`src/rtl/loteria_input_cond_if.sv`:
```
// Board-side signal bundle of the lottery input conditioner: raw switches and
// keys in, conditioned digit, pulses and status out.
interface loteria_input_cond_if;
  logic [3:0] sw_num;
  logic       key_insert_n;
  logic       key_finish_n;
  logic [3:0] num;
  logic       insert;
  logic       finish;
  logic       err;
  logic       err_led;
  logic [2:0] insert_cnt;

  // master drives the raw board inputs and observes the conditioned outputs
  modport master (
    output sw_num, key_insert_n, key_finish_n,
    input  num, insert, finish, err, err_led, insert_cnt
  );

  modport slave (
    input  sw_num, key_insert_n, key_finish_n,
    output num, insert, finish, err, err_led, insert_cnt
  );
endinterface

```
`src/rtl/loteria_input_cond.sv`:
```
// Input conditioner for the lottery-ticket FSM: synchronises the switches and
// keys, debounces and edge-detects the keys, validates the BCD digit.
module loteria_input_cond #(
  parameter int unsigned DEBOUNCE_CYCLES = 500000,
  parameter int unsigned CNT_W           = 20
) (
  input  logic                 clk,
  input  logic                 reset,
  loteria_input_cond_if.slave  bus
);

  localparam int unsigned      KEY_INS  = 0;
  localparam int unsigned      KEY_FIN  = 1;
  localparam logic [CNT_W-1:0] CNT_LAST = CNT_W'(DEBOUNCE_CYCLES - 1);

  logic [3:0]       sw_s1_q, sw_s1_d, sw_s2_q, sw_s2_d;
  logic [1:0]       key_s1_q, key_s1_d, key_s2_q, key_s2_d;
  logic [1:0]       sync_ok_q, sync_ok_d;
  logic [1:0]       deb_q, deb_d, deb_prev_q, deb_prev_d;
  logic [1:0]       armed_q, armed_d;
  logic [CNT_W-1:0] cnt_q [2];
  logic [CNT_W-1:0] cnt_d [2];
  logic [1:0]       press;

  logic [3:0]       num_q, num_d;
  logic             insert_q, insert_d;
  logic             finish_q, finish_d;
  logic             err_q, err_d;
  logic             err_led_q, err_led_d;
  logic             finish_pend_q, finish_pend_d;
  logic [2:0]       insert_cnt_q, insert_cnt_d;

  always_comb begin
    // NOTE: every combinational output gets a default first so no path can infer a latch.
    sw_s1_d       = bus.sw_num;
    sw_s2_d       = sw_s1_q;
    key_s1_d      = {bus.key_finish_n, bus.key_insert_n};
    key_s2_d      = key_s1_q;
    sync_ok_d     = {sync_ok_q[0], 1'b1};
    deb_prev_d    = deb_q;
    deb_d         = deb_q;
    armed_d       = armed_q;
    press         = '0;

    for (int i = 0; i < 2; i++) begin
      cnt_d[i] = '0;
      if (key_s2_q[i] != deb_q[i]) begin
        if (cnt_q[i] == CNT_LAST) deb_d[i] = key_s2_q[i];
        else                      cnt_d[i] = cnt_q[i] + CNT_W'(1);
      end
      // A key held through reset must be seen released before it can fire;
      // sync_ok masks the synchroniser's reset-value "released" samples.
      if (sync_ok_q[1] && key_s2_q[i]) armed_d[i] = 1'b1;
      press[i] = armed_q[i] & deb_prev_q[i] & ~deb_q[i];
    end

    num_d         = num_q;
    insert_d      = 1'b0;
    err_d         = 1'b0;
    err_led_d     = err_led_q;
    insert_cnt_d  = insert_cnt_q;
    finish_d      = finish_pend_q;
    finish_pend_d = 1'b0;

    if (press[KEY_INS]) begin
      if (sw_s2_q <= 4'd9) begin
        num_d     = sw_s2_q;
        insert_d  = 1'b1;
        err_led_d = 1'b0;
        if (insert_cnt_q != 3'd7) insert_cnt_d = insert_cnt_q + 3'd1;
      end else begin
        err_d     = 1'b1;
        err_led_d = 1'b1;
      end
    end

    // Insert/err wins the cycle; a coincident finish is deferred by one.
    if (press[KEY_FIN]) begin
      if (press[KEY_INS]) finish_pend_d = 1'b1;
      else                finish_d      = 1'b1;
    end
  end

  always_ff @(posedge clk) begin
    if (reset) begin
      sw_s1_q       <= '0;
      sw_s2_q       <= '0;
      key_s1_q      <= '1;
      key_s2_q      <= '1;
      sync_ok_q     <= '0;
      deb_q         <= '1;
      deb_prev_q    <= '1;
      armed_q       <= '0;
      for (int i = 0; i < 2; i++) cnt_q[i] <= '0;
      num_q         <= '0;
      insert_q      <= 1'b0;
      finish_q      <= 1'b0;
      err_q         <= 1'b0;
      err_led_q     <= 1'b0;
      finish_pend_q <= 1'b0;
      insert_cnt_q  <= '0;
    end else begin
      // NOTE: non-blocking assignments so every flop samples pre-edge values.
      sw_s1_q       <= sw_s1_d;
      sw_s2_q       <= sw_s2_d;
      key_s1_q      <= key_s1_d;
      key_s2_q      <= key_s2_d;
      sync_ok_q     <= sync_ok_d;
      deb_q         <= deb_d;
      deb_prev_q    <= deb_prev_d;
      armed_q       <= armed_d;
      for (int i = 0; i < 2; i++) cnt_q[i] <= cnt_d[i];
      num_q         <= num_d;
      insert_q      <= insert_d;
      finish_q      <= finish_d;
      err_q         <= err_d;
      err_led_q     <= err_led_d;
      finish_pend_q <= finish_pend_d;
      insert_cnt_q  <= insert_cnt_d;
    end
  end

  assign bus.num        = num_q;
  assign bus.insert     = insert_q;
  assign bus.finish     = finish_q;
  assign bus.err        = err_q;
  assign bus.err_led    = err_led_q;
  assign bus.insert_cnt = insert_cnt_q;

endmodule

```
`src/flat_wrapper.sv`:
```
// flat-port wrapper written by rule: the top's interface ports become plain ports
module loteria_input_cond_flat 
#(
  parameter int unsigned DEBOUNCE_CYCLES = 500000,
  parameter int unsigned CNT_W           = 20
)
  (clk, reset, bus_sw_num, bus_key_insert_n, bus_key_finish_n, bus_num, bus_insert, bus_finish, bus_err, bus_err_led, bus_insert_cnt);
  loteria_input_cond_if bus_i ();
  input  logic clk;
  input  logic reset;
  input wire logic [$bits(bus_i.sw_num)-1:0] bus_sw_num;
  input wire logic [$bits(bus_i.key_insert_n)-1:0] bus_key_insert_n;
  input wire logic [$bits(bus_i.key_finish_n)-1:0] bus_key_finish_n;
  output wire logic [$bits(bus_i.num)-1:0] bus_num;
  output wire logic [$bits(bus_i.insert)-1:0] bus_insert;
  output wire logic [$bits(bus_i.finish)-1:0] bus_finish;
  output wire logic [$bits(bus_i.err)-1:0] bus_err;
  output wire logic [$bits(bus_i.err_led)-1:0] bus_err_led;
  output wire logic [$bits(bus_i.insert_cnt)-1:0] bus_insert_cnt;
  assign bus_i.sw_num = bus_sw_num;
  assign bus_i.key_insert_n = bus_key_insert_n;
  assign bus_i.key_finish_n = bus_key_finish_n;
  assign bus_num = bus_i.num;
  assign bus_insert = bus_i.insert;
  assign bus_finish = bus_i.finish;
  assign bus_err = bus_i.err;
  assign bus_err_led = bus_i.err_led;
  assign bus_insert_cnt = bus_i.insert_cnt;
  loteria_input_cond #(.DEBOUNCE_CYCLES(DEBOUNCE_CYCLES), .CNT_W(CNT_W)) u_core (.clk(clk), .reset(reset), .bus(bus_i));
endmodule
```
`config.mk`:
```
export PLATFORM = sky130hd
export DESIGN_NAME = loteria_input_cond_flat
export DESIGN_NICKNAME = d
export VERILOG_FILES = /design/src/rtl/loteria_input_cond_if.sv /design/src/rtl/loteria_input_cond.sv /design/src/flat_wrapper.sv
export SDC_FILE = /design/constraint.sdc
export NUM_CORES = 1
export LEC_CHECK = 0
export BUFFER_PORTS_ARGS = -buffer_cell sky130_fd_sc_hd__buf_2
export CORE_MARGIN = 1.5
export CORE_UTILIZATION = 53
export DETAILED_ROUTE_END_ITERATION = 10
export HOLD_SLACK_MARGIN = 0.03
export PLACE_DENSITY = 0.85
export SYNTH_ARGS = -nofsm -noshare
export SYNTH_HDL_FRONTEND = slang
export SYNTH_SLANG_ARGS = --single-unit
```
`constraint.sdc`:
```
create_clock -name clk -period 1.8 [get_ports clk]
set_input_delay 0.27 -clock clk [delete_from_list [all_inputs] [get_ports clk]]
set_output_delay 0.27 -clock clk [all_outputs]
set_load 0.05 [all_outputs]
```
==> reports/results.tsv <==
stage	metric	value	unit
power	switching_power	0.642	mW
timing	hold_viol_final	0	
power	pwr-share-clk	0.407	
yosys	synth-seq-cells	72	
clock_network	clock-sinks	72	
die	core-area	5170	µm²
yosys	synth_top_cell_area_share	0.499	
drt	totalWireLength	5770	µm
placed_design	post-place-ws	0.0725	ns
timing	fin_crit	1.70	ns
yosys	ys_warn_count	0	
yosys	yosys.area.top_type	dfxtp_1	
layout	drive_above_1_share	0.203	
placed_design	dp.cells	408	
drt	vias	2256	
clock_network	clk_latency	0.34	ns
timing	setup_viol	0	
layout	layoutNonFillerInstCount	424	
timing	tns	0	ns
layout	fin_util	0.646	
layout	nFillCells	402	
critical_path	critPathBufInv	0	
drt	antenna_left	0	
layout	final_common_cell	dfxtp_1	
die	rows	26	
drt	vias_per_cell	5.32	
timing	post-route-worst-setup-slack	0.0971	ns
status	status	finished clean	
critical_path	cp_max_fo	5	
critical_path	endpoint_kind	register	
die	start_util	0.558	
yosys	avgSynthCellArea	9.26	µm²
critical_path	max_stage_delay	0.59	ns
drt	first_iter_violations	127	
critical_path	startpoint	u_core.cnt_q[0][9]	
clock_network	cts_buffers	9	
power	power_per_cell_area	843	nW/µm²
global_route	grt_pass1_wl	10300	µm
min_path	min_from	bus_key_finish_n	
clock_network	clock-root-buffer	clkbuf_8	
placed_design	gp_congestion	0.865	
critical_path	arrival	1.98	ns
placed_design	io_buffers	18	
yosys	synth_cell_types	45	
global_route	grt_usage	0.219	
global_route	grt_max_degree	23	
yosys	synth_cells	312	
critical_path	cp-start-kind	register	
critical_path	cp_cell_sequence	nand4_4 -> or4_4 -> or3_1 -> a21oi_2	
layout	final_cell_mix	dfxtp_1 (70), nor2_1 (52), xnor2_1 (21), nand2_1 (20), buf_4 (20)	
clock_network	cts_tree	built	
die	die_area	5900	µm²
die	die_height	76.8	µm
yosys	seq_area_frac_synth	0.499	
placed_design	dp.final_hpwl	3970	µm
drt	wl_per_cell	13.6	µm
critical_path	reg2reg_from	u_core.cnt_q[0][9]	
power	p_leak	1.21	nW
min_path	min_path_type	in2reg	
die	io_pins	19	
power	ir_worst_vdd	0.772	mV
job	cap_violations	0	
global_route	antenna_found_initial	0	
clock_network	path_clk_slew	0.08	ns
critical_path	critPathKind	reg2reg	
power	switching_share	0.228	
global_route	grt_overflow_total	0	
global_route	first_global_vias	2313	
timing	fmax	0.587	GHz
layout	n_antenna_cell	0	
power	p_int	2.18	mW
yosys	synth_nets	324	
critical_path	path_delay_family	simple AND/OR/NAND/NOR gates	
yosys	syn_area	2890	µm²
power	combPwrFrac	0.018	
critical_path	slowest_stage	or4_4	
power	pwr-share-seq	0.575	
drt	drc_errors	0	
timing	hold_slack	0.123	ns
timing	rsz0062_at_grt	no	
yosys	async_reset_ff_frac	0	
clock_network	htreeDepth	3	
layout	synthToLayoutAreaGrowth	15.8	%
clock_network	clockBufferDepth	2	
yosys	ys.flop_type	dfxtp_1	
timing	slew_headroom	0.674	
die	die-width	76.8	µm
timing	worst_pin_slew	0.488	ns
drt	dr.pass1.iters	4	
timing	slew_violations	0	
critical_path	worst_ep_required_time	2.08	ns
layout	nNetsFinal	361	
yosys	ys_top_cells_by_area	dfxtp_1 (50%), nor2_1 (6.8%), xnor2_1 (6.4%)	
timing	period_share	0.946	
yosys	synth-edff-count	0	
timing	finClkSkew	0.00562	ns
-- worst register-to-register path: stages (launching register included) --
cell	delay, ns
dfxtp_1	0.45
nand4_4	0.14
or4_4	0.59
or3_1	0.34
a21oi_2	0.13
-- per-stage QoR --
stage                     instance area (µm²)  total power, mW
after floorplan                          2890             1.69
after global placement                   3150             1.70
after detailed placement                 3150             1.71
after CTS                                3340             2.84
after global routing                     3340             2.91
final                                    3340             2.82
-- state kept, by name, indices dropped and copies added (netlist names), 2 cells and up --
signal / flops
u_core.key_s1_q: 2
u_core.sw_s1_q: 4
u_core.key_s2_q: 2
u_core.cnt_q: 40
u_core.deb_prev_d: 2
u_core.sw_s2_q: 4
u_core.bus.num: 4
u_core.armed_q: 2
u_core.sync_ok_q: 2
u_core.bus.insert_cnt: 3
u_core.deb_prev_q: 2
-- routing by layer --
layer,vias up,share of wire,track usage
met5,-,0,0
met4,0,0.011,0.0667
met3,6,0.032,0.0607
met2,33,0.51,0.397
met1,1062,0.44,0.248
li1,1155,-,-
-- cell families (layout without fill, tap and decap cells) --
group	after synthesis	in the layout	share of synthesized area
flip-flops	72	72	0.499
AO/OA/AOI/OAI	23	23	0.0498
XOR/XNOR	33	33	0.100
multiplexers	5	5	0.0178
adder cells (fa/ha/maj)	4	4	0.0173
buffers and inverters	19	61	0.0303
AND/OR/NAND/NOR	156	156	0.286
-- Yosys cell counts (2+ instances only) --
| cell | number |
|---|---|
| dfxtp_1 | 72 |
| nor2_1 | 52 |
| xnor2_1 | 21 |
| nand2_1 | 20 |
| nand3_1 | 15 |
| nand4_1 | 13 |
| xor2_1 | 12 |
| nor3_1 | 11 |
| nor4_1 | 11 |
| nor2b_1 | 9 |
| a21oi_1 | 7 |
| inv_1 | 7 |
| o21ai_0 | 7 |
| clkbuf_1 | 6 |
| or2_2 | 5 |
| and4_1 | 4 |
| ha_1 | 4 |
| mux2i_1 | 4 |
| buf_2 | 3 |
| a21oi_2 | 2 |
| nor3b_1 | 2 |
| or3_1 | 2 |
-- power by group through the flow --
stage               clock network (mW)  logic, mW  registers, mW
floorplan                            0     0.0338           1.65
global placement                     0     0.0491           1.66
detailed placement                   0     0.0512           1.66
CTS                               1.17     0.0521           1.62
global route                      1.23     0.0582           1.62
finish                            1.15     0.0517           1.62
-- area by class of cell --
class	count	area (µm²)	share of cell area
Multi-Input combinational cell	221	1360	0.408
Clock buffer	10	138	0.0412
Tap cell	70	87.6	0.0262
Inverter	7	26.3	0.00786
Timing Repair Buffer	38	240	0.0719
Clock inverter	6	43.8	0.0131
Sequential cell	72	1440	0.432
-- timing repair --
action,in CTS,in global routing
setup buffers,0,0
gates resized for setup,0,3
hold endpoints to repair,0,0
endpoints found under the setup margin,0,17
hold buffers,0,0
-- worst paths after layout --
kind	cells after the start	slack (ns)	to
min reg2reg	1	0.42	u_core.key_s2_q[1]
max	4	0.1	u_core.cnt_q[0][17]
min	2	0.12	u_core.key_s1_q[1]
max reg2reg	4	0.1	u_core.cnt_q[0][17]
Note: power is estimated with default switching activity, not from simulation.
